<file path="config.mk">
export PLATFORM = sky130hd
export DESIGN_NAME = meteor_field_flat
export DESIGN_NICKNAME = d
export VERILOG_FILES = /design/src/rtl/meteor_pkg.sv /design/src/rtl/meteor_field_if.sv /design/src/rtl/meteor_hit_cmp.sv /design/src/rtl/meteor_field.sv /design/src/flat_wrapper.sv
export SDC_FILE = /design/constraint.sdc
export NUM_CORES = 1
export LEC_CHECK = 0
export ABC_AREA = 1
export BUFFER_PORTS_ARGS = -buffer_cell sky130_fd_sc_hd__buf_2
export CORE_MARGIN = 4
export CORE_UTILIZATION = 56
export DETAILED_ROUTE_END_ITERATION = 6
export PLACE_DENSITY = 0.91
export SLEW_MARGIN = 40
export SYNTH_ARGS = -nofsm -noshare
export SYNTH_HDL_FRONTEND = slang
export SYNTH_HIERARCHICAL = 1
export SYNTH_SLANG_ARGS = --single-unit
</file>
<file path="constraint.sdc">
create_clock -name frame_clk -period 3.9 [get_ports frame_clk]
set_input_delay 0.195 -clock frame_clk [delete_from_list [all_inputs] [get_ports frame_clk]]
set_output_delay 0.195 -clock frame_clk [all_outputs]
set_load 0.01 [all_outputs]
</file>
<file path="src/rtl/meteor_pkg.sv">
// Shared constants and types for the meteor field.
// Holds screen geometry, default meteor half-size, LFSR seed, the fixed
// spawn-column table and the per-slot state struct.
package meteor_pkg;

    localparam int unsigned SCREEN_W     = 640;
    localparam int unsigned SCREEN_H     = 480;
    localparam int unsigned COORD_W      = 10;
    localparam int unsigned SCORE_W      = 16;
    localparam int unsigned METEOR_S_DEF = 8;
    localparam int unsigned NUM_COLS     = 4;

    localparam logic [COORD_W-1:0] LFSR_SEED = 10'h2A5;

    // Entry 0 is the first column used after reset.
    localparam logic [NUM_COLS-1:0][COORD_W-1:0] COL_TABLE =
        {10'd560, 10'd400, 10'd240, 10'd80};

    typedef struct packed {
        logic               alive;
        logic [COORD_W-1:0] x;
        logic [COORD_W-1:0] y;
    } slot_t;

endpackage

</file>
<file path="src/rtl/meteor_field_if.sv">
// Bullet-stage link: bullet position/size into the meteor field and the
// registered hit pulse back out.
//   master : bullet stage (drives bullet_*, receives bullet_hit)
//   slave  : meteor field (receives bullet_*, drives bullet_hit)
interface meteor_field_if;
    import meteor_pkg::*;

    logic               bullet_active;
    logic [COORD_W-1:0] bullet_X_out;
    logic [COORD_W-1:0] bullet_Y_out;
    logic [COORD_W-1:0] bullet_size;
    logic               bullet_hit;

    modport master (
        output bullet_active, bullet_X_out, bullet_Y_out, bullet_size,
        input  bullet_hit
    );

    modport slave (
        input  bullet_active, bullet_X_out, bullet_Y_out, bullet_size,
        output bullet_hit
    );

endinterface

</file>
<file path="src/rtl/meteor_hit_cmp.sv">
// Single-slot bullet/meteor box overlap test (combinational).
// Ports: alive_i, active_i gate the test; bx_i/by_i bullet centre,
// size_i bullet half-size, mx_i/my_i meteor centre; overlap_c_o result.
// Differences use one extra bit as sign so nothing wraps.
module meteor_hit_cmp
    import meteor_pkg::*;
#(
    parameter int unsigned METEOR_S = METEOR_S_DEF
) (
    input  logic               alive_i,
    input  logic               active_i,
    input  logic [COORD_W-1:0] bx_i,
    input  logic [COORD_W-1:0] by_i,
    input  logic [COORD_W-1:0] size_i,
    input  logic [COORD_W-1:0] mx_i,
    input  logic [COORD_W-1:0] my_i,
    output logic               overlap_c_o
);
    localparam int unsigned DW = COORD_W + 1;

    logic signed [DW-1:0] dx_c, dy_c;
    logic [DW-1:0]        adx_c, ady_c, lim_c;

    always_comb begin
        dx_c  = $signed({1'b0, bx_i}) - $signed({1'b0, mx_i});
        dy_c  = $signed({1'b0, by_i}) - $signed({1'b0, my_i});
        adx_c = dx_c[DW-1] ? $unsigned(-dx_c) : $unsigned(dx_c);
        ady_c = dy_c[DW-1] ? $unsigned(-dy_c) : $unsigned(dy_c);
        lim_c = {1'b0, size_i} + DW'(METEOR_S);
        overlap_c_o = alive_i && active_i && (adx_c <= lim_c) && (ady_c <= lim_c);
    end

endmodule

</file>
<file path="src/rtl/meteor_field.sv">
// Meteor field: falling meteor slots, periodic spawning, bullet hits and score.
// Ports: frame_clk, Reset (async, active-high); bullet (meteor_field_if.slave);
// meteor_alive/meteor_x/meteor_y per-slot state; score destroyed-meteor count.
// Build option: define METEOR_LFSR_SPAWN_EN to take spawn x from a 10-bit LFSR
// instead of the fixed column table.
module meteor_field
    import meteor_pkg::*;
#(
    parameter int unsigned NUM_METEORS  = 4,
    parameter int unsigned METEOR_S     = METEOR_S_DEF,
    parameter int unsigned FALL_SPEED   = 1,
    parameter int unsigned SPAWN_PERIOD = 60,
    parameter int unsigned Y_MAX        = 479
) (
    input  logic                                 frame_clk,
    input  logic                                 Reset,
    meteor_field_if.slave                        bullet,
    output logic [NUM_METEORS-1:0]               meteor_alive,
    output logic [NUM_METEORS-1:0][COORD_W-1:0]  meteor_x,
    output logic [NUM_METEORS-1:0][COORD_W-1:0]  meteor_y,
    output logic [SCORE_W-1:0]                   score
);
    localparam int unsigned CNT_W = (SPAWN_PERIOD > 1) ? $clog2(SPAWN_PERIOD) : 1;
    localparam int unsigned YW    = COORD_W + 1;
    localparam logic [YW-1:0]      Y_LIMIT = YW'(Y_MAX - METEOR_S);
    localparam logic [CNT_W-1:0]   CNT_TOP = CNT_W'(SPAWN_PERIOD - 1);

    slot_t [NUM_METEORS-1:0] slots_q, slots_d;
    logic [CNT_W-1:0]        cnt_q, cnt_d;
    logic [SCORE_W-1:0]      score_q, score_d;
    logic                    hit_q, hit_d;

    logic [NUM_METEORS-1:0]  overlap_c;
    logic [COORD_W-1:0]      spawn_x_c;
    logic [YW-1:0]           y_nx_c;
    logic                    hit_found_c, spawn_done_c;
    logic [NUM_METEORS-1:0]  kill_c;

`ifdef METEOR_LFSR_SPAWN_EN
    logic [COORD_W-1:0] lfsr_q, lfsr_d;
`else
    logic [1:0]         col_q, col_d;
`endif

    // One overlap comparator per slot, on registered meteor positions.
    for (genvar g = 0; g < NUM_METEORS; g++) begin : g_slot
        meteor_hit_cmp #(.METEOR_S(METEOR_S)) u_cmp (
            .alive_i     (slots_q[g].alive),
            .active_i    (bullet.bullet_active),
            .bx_i        (bullet.bullet_X_out),
            .by_i        (bullet.bullet_Y_out),
            .size_i      (bullet.bullet_size),
            .mx_i        (slots_q[g].x),
            .my_i        (slots_q[g].y),
            .overlap_c_o (overlap_c[g])
        );

        assign meteor_alive[g] = slots_q[g].alive;
        assign meteor_x[g]     = slots_q[g].x;
        assign meteor_y[g]     = slots_q[g].y;
    end

    assign score             = score_q;
    assign bullet.bullet_hit = hit_q;

    // Spawn column source.
    always_comb begin
`ifdef METEOR_LFSR_SPAWN_EN
        lfsr_d    = {lfsr_q[COORD_W-2:0], lfsr_q[9] ^ lfsr_q[6]};
        spawn_x_c = COORD_W'(METEOR_S + (32'(lfsr_q) % (SCREEN_W - 2 * METEOR_S)));
`else
        spawn_x_c = COL_TABLE[col_q];
`endif
    end

    // Next-state: hit select, fall/fall-out, spawn, score.
    always_comb begin
        slots_d      = slots_q;
        cnt_d        = cnt_q + CNT_W'(1);
        score_d      = score_q;
        hit_d        = 1'b0;
        hit_found_c  = 1'b0;
        spawn_done_c = 1'b0;
        kill_c       = '0;
        y_nx_c       = '0;
`ifndef METEOR_LFSR_SPAWN_EN
        col_d        = col_q;
`endif

        // Lowest-index overlap wins; no new hit in the frame after a pulse.
        for (int i = 0; i < NUM_METEORS; i++) begin
            if (!hit_found_c && !hit_q && overlap_c[i]) begin
                hit_found_c = 1'b1;
                kill_c[i]   = 1'b1;
            end
        end

        for (int i = 0; i < NUM_METEORS; i++) begin
            if (slots_q[i].alive) begin
                y_nx_c = {1'b0, slots_q[i].y} + YW'(FALL_SPEED);
                if (kill_c[i] || (y_nx_c > Y_LIMIT)) begin
                    slots_d[i].alive = 1'b0;
                end else begin
                    slots_d[i].y = y_nx_c[COORD_W-1:0];
                end
            end
        end

        // Free means free at frame start, so just-freed slots wait a period.
        if (cnt_q == CNT_TOP) begin
            cnt_d = '0;
            for (int i = 0; i < NUM_METEORS; i++) begin
                if (!spawn_done_c && !slots_q[i].alive) begin
                    spawn_done_c = 1'b1;
                    slots_d[i]   = slot_t'{alive: 1'b1, x: spawn_x_c, y: COORD_W'(METEOR_S)};
                end
            end
        end

`ifndef METEOR_LFSR_SPAWN_EN
        if (spawn_done_c) begin
            col_d = col_q + 2'd1;
        end
`endif

        if (hit_found_c) begin
            hit_d = 1'b1;
            if (score_q != '1) begin
                score_d = score_q + SCORE_W'(1);
            end
        end
    end

    // State registers.
    always_ff @(posedge frame_clk or posedge Reset) begin
        if (Reset) begin
            slots_q <= '0;
            cnt_q   <= '0;
            score_q <= '0;
            hit_q   <= 1'b0;
`ifdef METEOR_LFSR_SPAWN_EN
            lfsr_q  <= LFSR_SEED;
`else
            col_q   <= '0;
`endif
        end else begin
            slots_q <= slots_d;
            cnt_q   <= cnt_d;
            score_q <= score_d;
            hit_q   <= hit_d;
`ifdef METEOR_LFSR_SPAWN_EN
            lfsr_q  <= lfsr_d;
`else
            col_q   <= col_d;
`endif
        end
    end

endmodule

</file>
<file path="src/flat_wrapper.sv">
// flat-port wrapper written by rule: the top's interface ports become plain ports
module meteor_field_flat import meteor_pkg::*;
#(
    parameter int unsigned NUM_METEORS  = 4,
    parameter int unsigned METEOR_S     = METEOR_S_DEF,
    parameter int unsigned FALL_SPEED   = 1,
    parameter int unsigned SPAWN_PERIOD = 60,
    parameter int unsigned Y_MAX        = 479
)
  (frame_clk, Reset, meteor_alive, meteor_x, meteor_y, score, bullet_bullet_active, bullet_bullet_X_out, bullet_bullet_Y_out, bullet_bullet_size, bullet_bullet_hit);
  meteor_field_if bullet_i ();
  input  logic frame_clk;
  input  logic Reset;
  output logic [NUM_METEORS-1:0] meteor_alive;
  output logic [NUM_METEORS-1:0][COORD_W-1:0] meteor_x;
  output logic [NUM_METEORS-1:0][COORD_W-1:0] meteor_y;
  output logic [SCORE_W-1:0] score;
  input wire logic [$bits(bullet_i.bullet_active)-1:0] bullet_bullet_active;
  input wire logic [$bits(bullet_i.bullet_X_out)-1:0] bullet_bullet_X_out;
  input wire logic [$bits(bullet_i.bullet_Y_out)-1:0] bullet_bullet_Y_out;
  input wire logic [$bits(bullet_i.bullet_size)-1:0] bullet_bullet_size;
  output wire logic [$bits(bullet_i.bullet_hit)-1:0] bullet_bullet_hit;
  assign bullet_i.bullet_active = bullet_bullet_active;
  assign bullet_i.bullet_X_out = bullet_bullet_X_out;
  assign bullet_i.bullet_Y_out = bullet_bullet_Y_out;
  assign bullet_i.bullet_size = bullet_bullet_size;
  assign bullet_bullet_hit = bullet_i.bullet_hit;
  meteor_field #(.NUM_METEORS(NUM_METEORS), .METEOR_S(METEOR_S), .FALL_SPEED(FALL_SPEED), .SPAWN_PERIOD(SPAWN_PERIOD), .Y_MAX(Y_MAX)) u_core (.frame_clk(frame_clk), .Reset(Reset), .bullet(bullet_i), .meteor_alive(meteor_alive), .meteor_x(meteor_x), .meteor_y(meteor_y), .score(score));
endmodule
</file>
==> results of run 1 <==
[metrics by stage]
stage                     setup TNS (ns)  utilization
after CTS                          -7.10        0.694
final                             -29.31        0.715
after global routing              -38.99        0.715
after floorplan                        0            -
after detailed placement          -18.28        0.657
after global placement             -5.15        0.656
[cells in the mapped netlist (4+ instances only)]
master | instances | share of area
nand2_1 | 626 | 0.17
inv_1 | 369 | 0.099
ha_1 | 192 | 0.17
nor2_1 | 186 | 0.050
nand3_1 | 180 | 0.064
a21oi_1 | 116 | 0.042
dfrtp_1 | 93 | 0.17
xor2_1 | 70 | 0.044
o21ai_0 | 68 | 0.024
nand4_1 | 41 | 0.018
nand3b_1 | 32 | 0.017
xnor2_1 | 30 | 0.019
nor3_1 | 29 | 0.010
nand2_2 | 28 | 0.013
buf_4 | 19 | 0.010
inv_2 | 15 | 0.0040
nor2_2 | 15 | 0.0067
o21bai_1 | 14 | 0.0075
nand3_2 | 13 | 0.0093
fa_1 | 8 | 0.011
a21oi_2 | 7 | 0.0044
o21a_1 | 6 | 0.0032
a21boi_0 | 5 | 0.0027
a31oi_1 | 5 | 0.0022
buf_2 | 5 | 0.0018
o21ai_2 | 4 | 0.0025
[where the power goes]
part | total, W | switching, W | internal [W]
combinational | 0.00797 | 0.00499 | 0.00299
sequential | 0.00136 | 0.000184 | 0.00117
clock | 0.00104 | 0.000449 | 0.000587
total | 0.0104 | 0.00562 | 0.00475
[area by class of cell]
class	instances	area, um^2
clock buffer	10	239
antenna	1	2.50
multi-input combinational	1742	10900
clock inverter	6	91.3
timing repair inverter	1	6.26
fill	1761	6970
inverter	384	1460
tap	324	405
timing repair buffer	300	2060
sequential	93	2330
[sequential cells by signal, indices dropped and copies added, names as in the netlist]
register,cells
u_core/meteor_y,40
u_core/meteor_x,24
u_core/score,16
u_core/cnt_q,6
u_core/meteor_alive,4
u_core/col_q,2
u_core/bullet.bullet_hit,1
[critical path, delay by kind of cell, from the launching register on]
family | cells | cell delay, ns
AND/OR/NAND/NOR | 15 | 1.72
adder cells (fa/ha/maj) | 3 | 0.94
AO/OA/AOI/OAI | 5 | 0.79
buffers and inverters | 4 | 0.48
flip-flops | 1 | 0.40
XOR/XNOR | 1 | 0.18
[cell families after synthesis]
logic type / Yosys count / share of synthesized area
compound gates: 235 / 0.0941
buf+inv: 414 / 0.118
xor+xnor: 102 / 0.0658
simple gates: 1172 / 0.372
fa+ha+maj: 200 / 0.183
flops: 93 / 0.167
other cells: 1 / 0.000268
[routing by layer]
layer,up-vias,part of all wire
met2,1131,0.46
met1,7684,0.36
met5,-,0
li1,7684,-
met4,0,0.073
met3,394,0.11
[cells in the final DEF (no fill, tap or decap), drive strengths merged, types with 3 or more instances in the layout]
cell	count
nor3	32
a21boi	5
o21ai	76
inv	388
o21bai	14
buf	299
ha	192
nand4	43
clkbuf	10
a21oi	123
dfrtp	93
xnor2	30
nand3	193
conb	32
xor2	72
nand3b	32
nor2	204
or2	5
and2	3
nand2	657
o21a	6
fa	8
a31oi	5
[repair_timing]
| item | in CTS | in global routing |
|---|---|---|
| pin swaps | 43 | 38 |
| hold endpoints to repair | 0 | 65 |
| gates cloned | 6 | 0 |
| endpoints found under the setup margin | 60 | 61 |
| gates resized for setup | 119 | 120 |
| buffers inserted | 14 | 12 |
| hold buffers | 0 | 1 |
[worst paths after layout]
path,endpoint,slack [ns]
max,u_core/meteor_y[38],-0.69
min,u_core/bullet.bullet_hit,0.45
max reg2reg,u_core/meteor_y[38],-0.69
min reg2reg,u_core/cnt_q[0],0.46
max in group asynchronous,u_core/meteor_y[33],2.63
min in group frame_clk,u_core/cnt_q[0],0.46
==> results by group, run 1 <==
Clock network
  – Sink Count: 93
  – TritonCTS clock tree: yes
  – Clock buffers created by TritonCTS: 9
  – Clock Tree Root: clkbuf_16
  – Clock latency on the worst-skew pair: 0.37 ns
  – Clock transition at the register clock pins on the worst setup and hold paths after CTS: 0.08 ns
  – Maximum root-to-sink buffer count: 2
  – CTS H-Tree Depth: 3

Floorplan
  – Number of placed I/O pins: 134
  – Initial core utilization: 0.571
  – Number of placement rows: 57
  – Die boundary height: 166 um
  – Die footprint: 27500 um^2
  – Die width: 166 um
  – Placeable core region: 24500 um^2

Setup path
  – Crit Path Max Fanout: 7
  – Worst reg-to-reg path cell count: 28
  – CP startpoint: u_core/meteor_y[10]
  – Crit. End Element: register
  – Critical path class: register to register
  – CP Data Arrival Time: 4.88 ns
  – Launch instance of the worst register-to-register path: u_core/meteor_y[10]
  – Largest stage delay on the critical path: 0.47 ns
  – Kind of start point of the critical path: register
  – Required time at the endpoint of the critical path: 4.19 ns
  – Slowest cell on the critical path: fa_2

Finish
  – Final instance count without filler cells: 2861
  – Final Net Count: 2764
  – Fraction of final layout cells sized beyond drive strength 1: 0.226
  – Area growth, synth to finish: 25.2%
  – Post-route cell area: 17500 um^2

STA
  – Fin. Hold Viols: 0
  – Final slew viol count: 0
  – Final WS setup: -0.686 ns
  – Worst hold margin: 0.447 ns
  – Final worst clock skew: 0.0159 ns
  – Worst slew margin relative to its limit: 0.552
  – Achievable frequency: 218 MHz
  – Setup-violating endpoint count in the final report: 61
  – Setup repair after global routing missed its margin: true
  – Share of the clock period used by the worst path: 1.18
  – Tmin final: 4.59 ns
  – Least-Margin Pin Slew: 0.670 ns

Place
  – Worst slack at placement: -0.467 ns
  – Final weighted congestion in routability-driven placement: 0.924
  – HPWL after DPL: 32600 um
  – Post-Place Cell Area: 16100 um^2
  – Number of input and output port buffers inserted: 117
  – Number of placed instances, taps included: 2815

Detailed routing
  – Wirelength, routed: 48800 um
  – Pre-Repair DR Iteration Count: 7
  – Vias per inst: 5.90
  – Average wire length per cell after detail routing: 17.1 um
  – Iter 0 DRT Violations: 2141
  – Via Count: 16900
  – Number of nets with antenna violations after detailed routing: 0
  – DRC violations left: 102

Pwr
  – Leakage power of the design: 9.66 nW
  – Total power after layout: 0.0104 W
  – Pwr/cell area: 592 nW/um^2
  – Peak supply drop: 425 uV

Yosys
  – Yosys Warn Count: 6
  – Number of synthesized flops with an enable pin: 0
  – Mean area per synthesized cell: 6.30 um^2
  – Seq/Total Area, Yosys: 0.167
  – Number of standard cells after synthesis: 2217
  – Top_reg_cell synth: dfrtp_1
  – Post-synth cell types: 48
  – Post-synthesis async set-or-reset flop share: 1.00
  – Seq cells post-synth: 93
  – Syn Std Cell Area: 14000 um^2

GRT
  – Largest net degree at the start of global routing: 67
  – Total routing usage reported by global routing: 0.304
  – Vias in the first global route: 15900
  – Global routing usage on met3: 0.0609
  – GR peak layer: met2
  – Met1 track demand over resource in global routing: 0.353
  – Antenna violations before repair: 1
  – Met2 layer usage reported by global route: 0.533
  – Remaining global-route overflow: 0
  – First-pass GRT wire length: 71900 um

Hold path
  – Path type of the worst min-delay path: primary input to asynchronous set/reset pin

Run
  – Max-cap check violation count: 0

Run status
  – Run status: finished with violations
  – Violated checks: DRC, setup timing
Note: power is estimated with default switching activity, not from simulation.
==> inputs of run 2 (changes only) <==
--- a/config.mk
+++ b/config.mk
@@ -6,10 +6,12 @@
 export NUM_CORES = 1
 export LEC_CHECK = 0
 export ABC_AREA = 1
-export BUFFER_PORTS_ARGS = -buffer_cell sky130_fd_sc_hd__buf_2
 export CORE_MARGIN = 4
-export CORE_UTILIZATION = 56
+export CORE_UTILIZATION = 60
+export CTS_BUF_LIST = sky130_fd_sc_hd__clkbuf_2 sky130_fd_sc_hd__clkbuf_4 sky130_fd_sc_hd__clkbuf_8
+export CTS_CLUSTER_SIZE = 16
 export DETAILED_ROUTE_END_ITERATION = 6
+export DONT_BUFFER_PORTS = 1
 export PLACE_DENSITY = 0.91
 export SLEW_MARGIN = 40
 export SYNTH_ARGS = -nofsm -noshare
==> run 2 against run 1 <==
Compared with the run above:
- the flow still finishes with violations (DRC, setup timing)
- sequential power barely moved
- flip-flop and latch count did not move
- global-route usage rose by 0.28 points
- routed wire length fell by 7.3%
- first-iteration DRC count fell by 20%
- utilization rose by 1.6 points
- largest cell class unchanged
==> results by group, run 2 (synthesis gave the netlist of run 1 again) <==
Floorplan
  – Initial core utilization: 0.613 (+0.0422)
  – Placeable core region: 22800 um^2 (-6.9%)
  – Number of placement rows: 55 (-3.5%)
  – Die footprint: 25800 um^2 (-6.4%)
  – Die width: 161 um (-3.2%)
  – Die boundary height: 161 um (-3.2%)
  – Number of placed I/O pins: 134 (unchanged)

Clock network
  – Clock transition at the register clock pins on the worst setup and hold paths after CTS: 0.10 ns (+0.02 ns)
  – TritonCTS clock tree: yes
  – CTS H-Tree Depth: 3 (unchanged)
  – Sink Count: 93 (unchanged)
  – Maximum root-to-sink buffer count: 2 (unchanged)
  – Clock Tree Root: clkbuf_8
  – Clock buffers created by TritonCTS: 9 (unchanged)
  – Clock latency on the worst-skew pair: 0.38 ns (about the same)

Finish
  – Count of inserted antenna diode cells: 0 (-1)
  – Fraction of final layout cells sized beyond drive strength 1: 0.178 (-0.0474)
  – Max reg flops: 40 (unchanged)
  – End-of-flow core utilization: 0.732 (+0.0163)
  – # fillers: 1665 (-5.5%)
  – Area growth, synth to finish: 19.3%
  – Commonest non-fill, non-tap cell in the layout: nand2_1
  – Most frequent cells in the layout: nand2_1, inv_1, ha_1
  – Post-route cell area: 16700 um^2 (-4.8%)
  – Final Net Count: 2637 (-4.6%)

GRT
  – Largest net degree at the start of global routing: 50 (-25%)
  – Met1 track demand over resource in global routing: 0.365 (+0.0113)
  – Antenna violations before repair: 0 (-1)
  – First-pass GRT wire length: 66800 um (-7.0%)
  – Global routing usage on met3: 0.0621 (+0.00116)
  – Vias in the first global route: 14500 (-8.6%)
  – Remaining global-route overflow: 0 (unchanged)
  – GR peak layer: met2
  – Total routing usage reported by global routing: 0.307 (+0.00277)
  – Met2 layer usage reported by global route: 0.548 (+0.0149)

STA
  – Setup-violating endpoint count in the final report: 56 (-8.2%)
  – Fin. Hold Viols: 0 (unchanged)
  – Final slew viol count: 0 (unchanged)
  – Worst slew margin relative to its limit: 0.551 (-0.00148)
  – Setup repair after global routing missed its margin: true
  – Final WS setup: -0.563 ns (+0.123 ns)
  – Share of the clock period used by the worst path: 1.14 (-0.0317)
  – Worst hold margin: 0.370 ns (-0.0770 ns)
  – Final worst clock skew: 0.0221 ns (+0.00618 ns)
  – Tmin final: 4.46 ns (-0.123 ns)
  – Achievable frequency: 224 MHz (+2.8%)
  – Least-Margin Pin Slew: 0.673 ns (+0.00306 ns)

Setup path
  – Required time at the endpoint of the critical path: 4.17 ns (-0.02 ns)
  – Crit. End Element: register
  – Kind of start point of the critical path: register
  – Critical path class: register to register
  – Crit Path Max Fanout: 6 (-1)
  – CP Data Arrival Time: 4.74 ns (-0.14 ns)
  – Register-to-register path setup slack: -0.56 ns (+0.12 ns)

Pwr
  – Leakage power of the design: 9.04 nW (-6.4%)
  – Pwr/cell area: 585 nW/um^2 (-1.2%)
  – Total power after layout: 0.00975 W (-5.9%)
  – Peak supply drop: 424 uV (-0.14%)

Run
  – Max-cap check violation count: 0 (unchanged)

Detailed routing
  – Vias per inst: 5.84 (-1.1%)
  – Number of nets with antenna violations after detailed routing: 0 (unchanged)
  – Wirelength, routed: 45200 um (-7.3%)
  – Pre-Repair DR Iteration Count: 7 (unchanged)
  – DRC violations left: 4 (-96%)
  – Iter 0 DRT Violations: 1718 (-20%)
  – Average wire length per cell after detail routing: 16.6 um (-2.6%)
  – Via Count: 15900 (-5.9%)

Place
  – Post-Place Cell Area: 15400 um^2 (-4.0%)
  – Number of input and output port buffers inserted: 0 (-100%)
  – Final weighted congestion in routability-driven placement: 0.962 (+4.1%)
  – HPWL after DPL: 32000 um (-1.7%)

Hold path
  – Path type of the worst min-delay path: primary input to asynchronous set/reset pin

Run status
  – Run status: finished with violations
  – Violated checks: DRC, setup timing
==> run 2: cell type report <==
type,count,area (um^2),area share
multi-input cells,1743,10900,0.653
well taps,313,392,0.0235
inverters,384,1460,0.0876
clock buffers,13,160,0.00961
flip-flops and latches,93,2330,0.140
clock inverters,3,68.8,0.00413
repair buffers,173,1370,0.0823
==> run 2: path summary, 6_finish.rpt <==
kind | startpoint | end | depth (start not counted)
setup / recovery | u_core/meteor_y[10] | u_core/meteor_y[31] | 27
hold / removal | Reset | u_core/meteor_y[6] | 2
setup reg to reg | u_core/meteor_y[10] | u_core/meteor_y[31] | 27
hold reg to reg | u_core/cnt_q[0] | u_core/cnt_q[0] | 1
max in group asynchronous | Reset | u_core/meteor_y[28] | 3
min in group frame_clk | u_core/cnt_q[0] | u_core/cnt_q[0] | 1
==> run 2: metal layers <==
layer | vias up | part of all wire
met3 | 275 | 0.097
met2 | 912 | 0.48
met1 | 7264 | 0.37
met4 | 0 | 0.052
li1 | 7443 | -
met5 | - | 0
==> run 2: critical path, cell delays in order, from the launching register on <==
cell      delay [ns]
dfrtp_1         0.40
ha_2            0.18
inv_2           0.08
fa_2            0.50
inv_4           0.13
nand2_4         0.08
a21oi_4         0.16
nand3_2         0.15
nor2_4          0.15
nand3_2         0.10
nand2_2         0.11
xor2_1          0.22
ha_1            0.32
nand2_4         0.11
nor3_4          0.05
a21boi_2        0.15
o21ai_1         0.15
nand3_1         0.12
nor2_4          0.17
nor3_4          0.05
nand3b_1        0.17
buf_6           0.14
nand2_4         0.04
a21oi_4         0.21
buf_6           0.16
nand3_1         0.10
nand2_1         0.09
nor2_1          0.06
==> run 2: through the flow <==
stage	setup WS, ns	instances	TNS (ns)
CTS	-0.155	2711	-4.08
floorplan	0.00871	2248	0
detailed placement	-0.353	2682	-10.89
global placement	-0.191	2682	-4.07
global route	-0.740	2722	-31.02
finish	-0.563	2722	-21.45
==> run 2: where the power goes <==
part	switching, W	internal, W	total (W)
Sequential	0.000174	0.00117	0.00134
Clock	0.000393	0.000405	0.000798
Combinational	0.00470	0.00291	0.00761
==> run 2: timing repair <==
item | 4_1_cts | 5_1_grt
buffers inserted | 9 | 8
gates cloned | 3 | 2
setup endpoints to repair | 50 | 61
endpoints found under the hold margin | 48 | 0
gates resized for setup | 72 | 132
hold buffers | 1 | 0
pin swaps | 35 | 67
